[src/rtl/product_display_pkg.sv]
// Shared definitions for the product display: FSM encoding, segment codes,
// digit table and the double-dabble nibble adjust helper.
package product_display_pkg;

  localparam int NUM_DIGITS = 6;
  localparam int BCD_DIGITS = NUM_DIGITS - 1;
  localparam int BCD_W      = 4 * BCD_DIGITS;

  localparam logic [1:0] ST_IDLE    = 2'd0;
  localparam logic [1:0] ST_CONVERT = 2'd1;
  localparam logic [1:0] ST_SHOW    = 2'd2;

  localparam logic [6:0] SEG_BLANK = 7'h7F;
  localparam logic [6:0] SEG_MINUS = 7'h3F;

  // Active-low {g,f,e,d,c,b,a}; entry 0 sits in the least significant slot.
  localparam logic [9:0][6:0] SEG_TABLE = {
    7'h10, 7'h00, 7'h78, 7'h02, 7'h12,
    7'h19, 7'h30, 7'h24, 7'h79, 7'h40
  };

  typedef struct packed {
    logic             on;
    logic             sign;
    logic [BCD_W-1:0] bcd;
  } disp_t;

  function automatic logic [BCD_W-1:0] bcd_adjust(input logic [BCD_W-1:0] b);
    logic [BCD_W-1:0] r;
    for (int k = 0; k < BCD_DIGITS; k++) begin
      r[4*k +: 4] = (b[4*k +: 4] >= 4'd5) ? b[4*k +: 4] + 4'd3 : b[4*k +: 4];
    end
    return r;
  endfunction

endpackage

[src/rtl/product_display_if.sv]
// Handshake and display bus between the multiplier controller, this output
// stage and the 7-segment pins.
interface product_display_if #(
  parameter int DATA_W = 16
);
  logic              over;
  logic              clr;
  logic [DATA_W-1:0] result;
  logic              busy;
  logic              valid;
  logic [5:0]        an;
  logic [6:0]        seg;

  modport master (output over, clr, result, input busy, valid, an, seg);
  modport slave  (input over, clr, result, output busy, valid, an, seg);
endinterface

[src/rtl/product_display_seg7_decode.sv]
// Combinational BCD digit to active-low 7-segment code; blank or non-decimal
// input turns every segment off.
module seg7_decode
  import product_display_pkg::*;
(
  input  logic [3:0] bcd_i,
  input  logic       blank_i,
  output logic [6:0] seg_o
);

  always_comb begin
    seg_o = SEG_BLANK;
    if (!blank_i && bcd_i <= 4'd9) begin
      seg_o = SEG_TABLE[bcd_i];
    end
  end

endmodule

[src/rtl/product_display.sv]
// Captures a signed product, converts its magnitude to BCD by double-dabble and
// scans it onto a 6-digit display. Option: LEADING_ZERO_BLANK_EN.
module product_display
  import product_display_pkg::*;
#(
  parameter int DATA_W   = 16,
  parameter int SCAN_DIV = 50000
) (
  input  logic              clk,
  input  logic              rst,
  product_display_if.slave  bus
);

  localparam int DIV_W = (SCAN_DIV > 2) ? $clog2(SCAN_DIV) : 1;

  logic [1:0]        state_q, state_d;
  logic              over_q;
  logic [DATA_W-1:0] bin_q, bin_d;
  logic [BCD_W-1:0]  bcd_q, bcd_d;
  logic [3:0]        cnt_q, cnt_d;
  logic              sign_q, sign_d;
  disp_t             disp_q, disp_d;
  logic [DIV_W-1:0]  div_q;
  logic [2:0]        idx_q;
  logic [5:0]        an_q, an_d;
  logic [6:0]        seg_q, seg_d;

  logic                    rise;
  logic [BCD_W-1:0]        bcd_adj;
  logic [BCD_W+DATA_W-1:0] shifted;

  assign rise    = bus.over & ~over_q;
  assign bcd_adj = bcd_adjust(bcd_q);
  assign shifted = {bcd_adj, bin_q} << 1;

  always_comb begin
    state_d = state_q;
    bin_d   = bin_q;
    bcd_d   = bcd_q;
    cnt_d   = cnt_q;
    sign_d  = sign_q;
    disp_d  = disp_q;
    if (bus.clr) begin
      state_d   = ST_IDLE;
      disp_d.on = 1'b0;
    end else begin
      case (state_q)
        ST_IDLE, ST_SHOW: begin
          if (rise) begin
            bin_d   = bus.result[DATA_W-1] ? (~bus.result + 1'b1) : bus.result;
            sign_d  = bus.result[DATA_W-1];
            bcd_d   = '0;
            cnt_d   = '0;
            state_d = ST_CONVERT;
          end
        end
        ST_CONVERT: begin
          {bcd_d, bin_d} = shifted;
          cnt_d          = cnt_q + 4'd1;
          // The display only ever sees a finished conversion.
          if (cnt_q == 4'd15) begin
            disp_d.bcd  = shifted[BCD_W+DATA_W-1:DATA_W];
            disp_d.sign = sign_q;
            disp_d.on   = 1'b1;
            state_d     = ST_SHOW;
          end
        end
        default: state_d = ST_IDLE;
      endcase
    end
  end

  // Digits above the most significant nonzero one are marked as leading zeros.
  logic [BCD_DIGITS-1:0] lz;
  logic [3:0]            nib [BCD_DIGITS];
  genvar gi;
  generate
    for (gi = 0; gi < BCD_DIGITS; gi++) begin : g_nib
      assign nib[gi] = disp_q.bcd[4*gi +: 4];
    end
`ifdef LEADING_ZERO_BLANK_EN
    assign lz[0] = 1'b0;
    for (gi = 1; gi < BCD_DIGITS; gi++) begin : g_lz
      assign lz[gi] = (disp_q.bcd[BCD_W-1:4*gi] == '0);
    end
`else
    assign lz = '0;
`endif
  endgenerate

  logic [3:0] mux_bcd;
  logic       mux_blank;
  logic [6:0] dec_seg;

  always_comb begin
    mux_bcd   = '0;
    mux_blank = 1'b1;
    for (int k = 0; k < BCD_DIGITS; k++) begin
      if (idx_q == 3'(k)) begin
        mux_bcd   = nib[k];
        mux_blank = ~disp_q.on | lz[k];
      end
    end
  end

  seg7_decode u_seg7_decode (
    .bcd_i   (mux_bcd),
    .blank_i (mux_blank),
    .seg_o   (dec_seg)
  );

  always_comb begin
    an_d  = 6'h3F;
    seg_d = SEG_BLANK;
    if (state_q != ST_IDLE) begin
      an_d = ~(6'b000001 << idx_q);
      if (idx_q == 3'(NUM_DIGITS - 1)) begin
        seg_d = (disp_q.on && disp_q.sign) ? SEG_MINUS : SEG_BLANK;
      end else begin
        seg_d = dec_seg;
      end
    end
  end

  always_ff @(posedge clk or negedge rst) begin
    if (!rst) begin
      state_q <= ST_IDLE;
      over_q  <= 1'b0;
      bin_q   <= '0;
      bcd_q   <= '0;
      cnt_q   <= '0;
      sign_q  <= 1'b0;
      disp_q  <= '0;
      div_q   <= '0;
      idx_q   <= '0;
      an_q    <= 6'h3F;
      seg_q   <= SEG_BLANK;
    end else begin
      state_q <= state_d;
      over_q  <= bus.over;
      bin_q   <= bin_d;
      bcd_q   <= bcd_d;
      cnt_q   <= cnt_d;
      sign_q  <= sign_d;
      disp_q  <= disp_d;
      an_q    <= an_d;
      seg_q   <= seg_d;
      if (div_q == DIV_W'(SCAN_DIV - 1)) begin
        div_q <= '0;
        idx_q <= (idx_q == 3'(NUM_DIGITS - 1)) ? 3'd0 : idx_q + 3'd1;
      end else begin
        div_q <= div_q + 1'b1;
      end
    end
  end

  assign bus.busy  = (state_q == ST_CONVERT);
  assign bus.valid = (state_q == ST_SHOW);
  assign bus.an    = an_q;
  assign bus.seg   = seg_q;

endmodule

[src/flat_wrapper.sv]
// flat-port wrapper written by rule: the top's interface ports become plain ports
module product_display_flat import product_display_pkg::*;
#(
  parameter int DATA_W   = 16,
  parameter int SCAN_DIV = 50000
)
  (clk, rst, bus_over, bus_clr, bus_result, bus_busy, bus_valid, bus_an, bus_seg);
  product_display_if #(.DATA_W(DATA_W)) bus_i ();
  input  logic clk;
  input  logic rst;
  input wire logic [$bits(bus_i.over)-1:0] bus_over;
  input wire logic [$bits(bus_i.clr)-1:0] bus_clr;
  input wire logic [$bits(bus_i.result)-1:0] bus_result;
  output wire logic [$bits(bus_i.busy)-1:0] bus_busy;
  output wire logic [$bits(bus_i.valid)-1:0] bus_valid;
  output wire logic [$bits(bus_i.an)-1:0] bus_an;
  output wire logic [$bits(bus_i.seg)-1:0] bus_seg;
  assign bus_i.over = bus_over;
  assign bus_i.clr = bus_clr;
  assign bus_i.result = bus_result;
  assign bus_busy = bus_i.busy;
  assign bus_valid = bus_i.valid;
  assign bus_an = bus_i.an;
  assign bus_seg = bus_i.seg;
  product_display #(.DATA_W(DATA_W), .SCAN_DIV(SCAN_DIV)) u_core (.clk(clk), .rst(rst), .bus(bus_i));
endmodule
[config.mk]
export PLATFORM = sky130hd
export DESIGN_NAME = product_display_flat
export DESIGN_NICKNAME = d
export VERILOG_FILES = /design/src/rtl/product_display_pkg.sv /design/src/rtl/product_display_if.sv /design/src/rtl/product_display_seg7_decode.sv /design/src/rtl/product_display.sv /design/src/flat_wrapper.sv
export SDC_FILE = /design/constraint.sdc
export NUM_CORES = 1
export LEC_CHECK = 0
export ABC_AREA = 1
export BUFFER_PORTS_ARGS = -buffer_cell sky130_fd_sc_hd__buf_2
export CAP_MARGIN = 0
export CORE_ASPECT_RATIO = 0.5
export CORE_MARGIN = 5
export CORE_UTILIZATION = 55
export DETAILED_ROUTE_END_ITERATION = 6
export PLACE_DENSITY = 0.77
export SYNTH_ARGS = -nofsm -noshare
export SYNTH_HDL_FRONTEND = slang
export SYNTH_SLANG_ARGS = --single-unit
[constraint.sdc]
create_clock -name clk -period 2.2 [get_ports clk]
set_clock_uncertainty 0.1 [all_clocks]
set_input_delay 0.22 -clock clk [delete_from_list [all_inputs] [get_ports clk]]
set_output_delay 0.22 -clock clk [all_outputs]
set_load 0.005 [all_outputs]
# ---- After elaboration in Yosys (flattened, before gate mapping)
# Memory sizes are Yosys's and may differ from the RTL's.
# Cells that the tools add are included.
dict set report word_totals {
  register_bits 98
  mem_bits_ro 112
  inputBits 20
  out_inout_bits 15
  n_memories 1
}
# memory depth word_bits read_ports rd_ports_with_merged_regs write_ports line
set memory_table {}
lappend memory_table {{(no name shown)} 16 7 1 0 0 product_display_seg7_decode.sv:14} ;# seg_o = SEG_TABLE[bcd_i];
dict set report classes {
  n_addsub 9
  magnitude_cmp 7
  eq_ne 12
  n_shift 1
  muxes 37
  n_bitwise 6
  n_reduce_logical 15
}
# cell n
set ops {}
lappend ops {{$mux 16} 3}
lappend ops {{$mux 22} 2}
lappend ops {{$mux 4} 10}
lappend ops {{$pmux 20 s2} 1}
lappend ops {{$mux 7} 5}
lappend ops {{$add 16x1->16 const B} 2}
lappend ops {{$pmux 16 s2} 1}
lappend ops {{$ge 4x3->1 const B} 5}
lappend ops {{$mux 20} 1}
lappend ops {{$add 4x2->4 const B} 4}
lappend ops {{$eq 16x16->1 const B} 1}
lappend ops {{$not 16->16} 1}
lappend ops {{$reduce_and 3->1} 3}
lappend ops {{$pmux 4 s2} 1}
lappend ops {{$reduce_bool 2->1} 4}
lappend ops {{$eq 3x2->1 const B} 2}
lappend ops {{$eq 3x3->1 const B} 2}
lappend ops {{$mux 1} 6}
lappend ops {{$mux 2} 3}
lappend ops {{$mux 3} 2}
lappend ops {{$mux 6} 1}
lappend ops {{$ne 3x2->1 const B} 2}
lappend ops {{$not 6->6} 1}
lappend ops {{$shl 1x3->6 const A} 1}
lappend ops {{19 further kinds} 23}

# ---- Logic depth before layout (Yosys ltp)
dict set report depth {
  ltp_word 11
  ltp_mapped 17
}

# ---- Hierarchy
# From an unflattened synthesis, not the netlist that was laid out.
dict set report unflattened {
  hier_cells 668
  hier_area_um2 5306.3
}
# module instances cells_each area_per_inst_um2 seq_area_each_um2
set by_module_without_submodules {}
lappend by_module_without_submodules {product_display 1 628 5066.1 2468.6}
lappend by_module_without_submodules {seg7_decode 1 40 240.2 0.0}

# ---- Least setup slack after synthesis
# No wires, ideal clock.
dict set report synth_path {
  path_kind {register to register}
  from {register u_core.idx_q[1]}
  to {register u_core.seg_q[6] (netlist: u_core.bus.seg[6])}
  arrival_ps 2253
  required_time_ps 2033
  path_slack_ps -220
  stages_incl_launch_ff 17
  path_cell_list {dfrtp_1 > buf_4 > nand2_1 > inv_1 > ha_1 > buf_4 > inv_1 > o21ai_0 > o22ai_1 > inv_1 > ha_1 > or2_2 > nand2_4 > nand2_4 > nand2_4 > nor2_1 > nor2_1}
}
dict set report synth_between {
  elab_chain_cells 11
  word_cells_on_any_way 24
  classes_between {1 x order compare; 5 x eq/ne; 14 x mux; 3 x reduce/logical; 1 x memory}
}
# element line
set synth_rtl {}
lappend synth_rtl {{from (decl)} product_display.sv:24} ;# logic [2:0] idx_q;
lappend synth_rtl {{from (signal assigned)} product_display.sv:150} ;# idx_q <= (idx_q == 3'(NUM_DIGITS - 1)) ? 3'd0 : idx_q + 3'd1;
lappend synth_rtl {{$logic_not 3->1} product_display.sv:99} ;# if (idx_q == 3'(k)) begin
lappend synth_rtl {{$mux 4 or $mux 1 (tied branches) (5 in series)} product_display.sv:99}
lappend synth_rtl {{$mem_v2 16x7 (tied with other cells)} -}
lappend synth_rtl {{$mux 7 (implied by the code) or $logic_and 1x1->1 (tied branches)} {product_display_seg7_decode.sv:14, product_display_seg7_decode.sv:13}}
lappend synth_rtl {{$mux 7} product_display_seg7_decode.sv:13} ;# if (!blank_i && bcd_i <= 4'd9) begin
lappend synth_rtl {{$mux 7 (*)} product_display.sv:117} ;# if (idx_q == 3'(NUM_DIGITS - 1)) begin
lappend synth_rtl {{$mux 7 (*)} product_display.sv:115} ;# if (state_q != ST_IDLE) begin
lappend synth_rtl {{via u_core.seg_d[6]} product_display.sv:26} ;# logic [6:0] seg_q, seg_d;
lappend synth_rtl {{to (signal assigned)} product_display.sv:147} ;# seg_q <= seg_d;
lappend synth_rtl {{to (decl)} product_display.sv:26}
# Mark *: on every way through the listed nets, which the timed path passes. The rest lies on a longest branch. The select of a mux whose other input is x is not followed.
# A chain may end at the register's enable or synchronous reset.

# ---- Worst setup path after layout
dict set report layout_path {
  from {register u_core.idx_q[2]}
  to {register u_core.seg_q[6] (netlist: u_core.bus.seg[6])}
}
# Same word-level chain as after synthesis.

==> flow_summary.toml <==
[die]
fp-row-count = 25
die_h_um = 79.33
die_x_um = 148.7
core_area_um2 = 9415
die_area_um2 = 11790
initial_core_util_pct = 56.16
io_pins = 35

[critical_path]
critPathBufInv = 3
slowest_stage = "dfrtp_2"
critical_path_depth = 13
r2r_slack_ns = 0.06
r2r_cells = 13
cp-startpoint = "u_core.idx_q[2]"
timing.rr.end = "u_core.bus.seg[6]"
cp_top_family = "simple AND/OR/NAND/NOR gates"
cp.required_ns = 2.37
slowest_delay_ns = 0.49
path_max_fanout = 6
critical_path.endpoint_type = "register"
worst_path_most_repeated_cell = "nand2_4"
crit_arrival_ns = 2.32
rr_startpoint = "u_core.idx_q[2]"
critPathKind = "register to register"
crit_chain = "clkinv_4 > ha_4 > inv_4 > o21ai_1 > o22ai_2 > inv_2 > ha_4 > or2_4 > nand2_4 > nand2_4 > nand2_4 > nor2_2 > nor2_1"
start_kind = "register"

[clocking]
clkTransAtPathRegs_ns = 0.06
ctsRootBufferMaster = "clkbuf_16"
clock_path_buffers = 2
cts_inserted_buffers = 9
clock_latency_ns = 0.34
cts.htree.levels = 3
cts_tree = "built"
cts_sinks = 98

[status]
status = "completed"

[run]
max_cap_viol_count = 0

[finish]
instances_no_fill = 838
syn_to_final_growth_pct = 15.55
n_antenna_cell = 0
stdcell_area_um2 = 6110
drive_gt1_share_pct = 19.77
regArea_um2 = 2472
final_cell_mix = "141 x nand2_1, 82 x dfrtp_1, 74 x inv_1, 50 x o21ai_0, 49 x nor2_1"
n_fill_cell = 793
nets = 738
multiInputGateArea_um2 = 2486
layout_commonest_cell = "nand2_1"

[timing]
rsz0062_at_grt = "yes"
fin_crit_ns = 2.145
min_period_over_period_pct = 97.48
hold_viol = 0
tightest_slew_ns = 0.6337
slew_headroom_pct = 57.40
max_clock_freq_mhz = 466.3
setup_violations = 0
final_max_slew_viol_count = 0

[power_and_ir_drop]
p_switching_mw = 1.333
leakagePower_nw = 2.924
intPower_mw = 3.128
p_sw_share_pct = 29.89
power_frac_comb_pct = 19.6
p_seq_share_pct = 48.7
ir_drop_mv = 0.4108
p_per_area_nw_per_um2 = 730.1
p_clk_share_pct = 31.7

[place]
hpwl_um = 7940
gp_congestion = 0.8664
dp_cells = 813
placed_area_um2 = 5684
portBuffers = 34

[grt]
antenna_found_initial = 0
grt_pass1_wl_um = 19300
grt_max_degree = 38
grt_pass1_vias = 4208
grt_util_all_layers_pct = 20.32
overflow = 0

[drt]
via_per_inst = 5.274
wl_met1_um = 5398
routed_wl_um = 11320
wl_met2_um = 5065
wl_per_cell_um = 13.51
ant_nets = 0
route.vias.total = 4420
drt_pass1_iterations = 5
drc = 0
wl_met3_um = 672
drt-initial-drc-count = 274
highest_layer = "met4"

[worst_hold_path]
hold_end = "u_core.disp_q[21]"
min_path_cells = 2
hp-start = "bus_clr"
hold_class = "primary input to register"

[synth]
yosysWarnings = 0
synthArstFlopShare_pct = 100.0
synth_edf_count = 0
syn_inst = 645
yosysUniqueCellTypes = 42
synth_top_flop_cell = "dfrtp_1"
synth-seq-cells = 98
avgSynthCellArea_um2 = 8.198
synth-seq-area-share_pct = 46.69
syn_area_um2 = 5288
synth.net_count = 684
==> worst max-delay path by stage <==
stage                              to  slack (ns)
detailed placement  u_core.bus.seg[6]       -0.01
CTS                 u_core.bus.seg[6]      -0.001
finish              u_core.bus.seg[6]        0.06
floorplan           u_core.bus.seg[6]        0.06
global placement    u_core.bus.seg[6]        0.08
global route        u_core.bus.seg[6]       -0.06
==> kinds of logic after synthesis <==
kind of cell,count (synthesis),synth area share [%]
buf+inv,104,7.951
xor+xnor,17,2.816
simple gates,279,24.56
fa+ha+maj,19,4.496
flops,98,46.69
compound gates,128,13.49
==> per-layer routing <==
metal / GRT usage [%] / up-vias
li1: - / 2202
met1: 27.53 / 2069
met2: 32.87 / 131
met3: 4.561 / 18
met4: 6.267 / 0
met5: 0 / -
==> synth_stat cells (3+ instances only) <==
| cell type | instances | area [µm²] |
|---|---|---|
| a21oi_1 | 27 | 135.1 |
| buf_2 | 6 | 30.03 |
| clkbuf_1 | 5 | 18.77 |
| dfrtp_1 | 85 | 2127 |
| dfstp_2 | 13 | 341.6 |
| ha_1 | 19 | 237.7 |
| inv_1 | 78 | 292.8 |
| inv_2 | 11 | 41.29 |
| nand2_1 | 144 | 540.5 |
| nand2_2 | 4 | 25.02 |
| nand2_4 | 5 | 56.30 |
| nand3_1 | 27 | 135.1 |
| nand4_1 | 13 | 81.33 |
| nor2_1 | 50 | 187.7 |
| nor2_2 | 3 | 18.77 |
| nor2_4 | 3 | 33.78 |
| nor3_1 | 15 | 75.07 |
| o211ai_1 | 3 | 22.52 |
| o21ai_0 | 51 | 255.2 |
| o21ai_1 | 21 | 105.1 |
| o21bai_1 | 3 | 22.52 |
| o22ai_1 | 13 | 81.33 |
| or2_2 | 4 | 25.02 |
| xor2_1 | 16 | 140.1 |
==> power by group through the flow <==
stage | sequential [mW] | combinational, mW | clock (mW)
floorplan | 2.16 | 0.631 | 0
global placement | 2.19 | 0.818 | 0
detailed placement | 2.20 | 0.861 | 0
CTS | 2.17 | 0.866 | 1.45
global route | 2.20 | 1.01 | 1.54
finish | 2.17 | 0.874 | 1.41
==> registers in the layout, indices dropped and copies added, names as in the netlist, 2 cells and up <==
name	flops
u_core.disp_q	22
u_core.bcd_q	20
u_core.bin_q	16
u_core.div_q	16
u_core.bus.seg	7
u_core.bus.an	6
u_core.cnt_q	4
u_core.idx_q	3
u_core.state_q	2
==> cell type report <==
type	count	share of cell area, %
multi-input cells	443	40.69
flip-flops and latches	98	40.47
repair buffers	58	6.144
inverters	89	5.632
clock buffers	12	4.034
well taps	135	2.765
clock inverters	3	0.2662
==> timing repair <==
action | CTS | global route
hold buffers | 2 | 0
endpoints found under the hold margin | 36 | 0
pin swaps | 1 | 12
setup buffers | 0 | 8
setup endpoints to repair | 1 | 7
resized for setup | 3 | 24
==> stage by stage <==
stage	total power, mW	setup TNS [ns]	util (%)	setup slack [ns]	hold WS, ns
3_3_place_gp	3.008	0	60.37	0.07545	0.1127
3_5_place_dp	3.057	-0.009868	60.37	-0.009868	0.1193
6_report	4.461	0	64.89	0.05546	0.09098
4_1_cts	4.482	-0.001476	63.47	-0.001476	0.07748
5_1_grt	4.747	-0.1284	64.89	-0.06262	0.1015
2_1_floorplan	2.790	0	-	0.05564	-0.1756
Note: power is estimated with default switching activity, not from simulation.
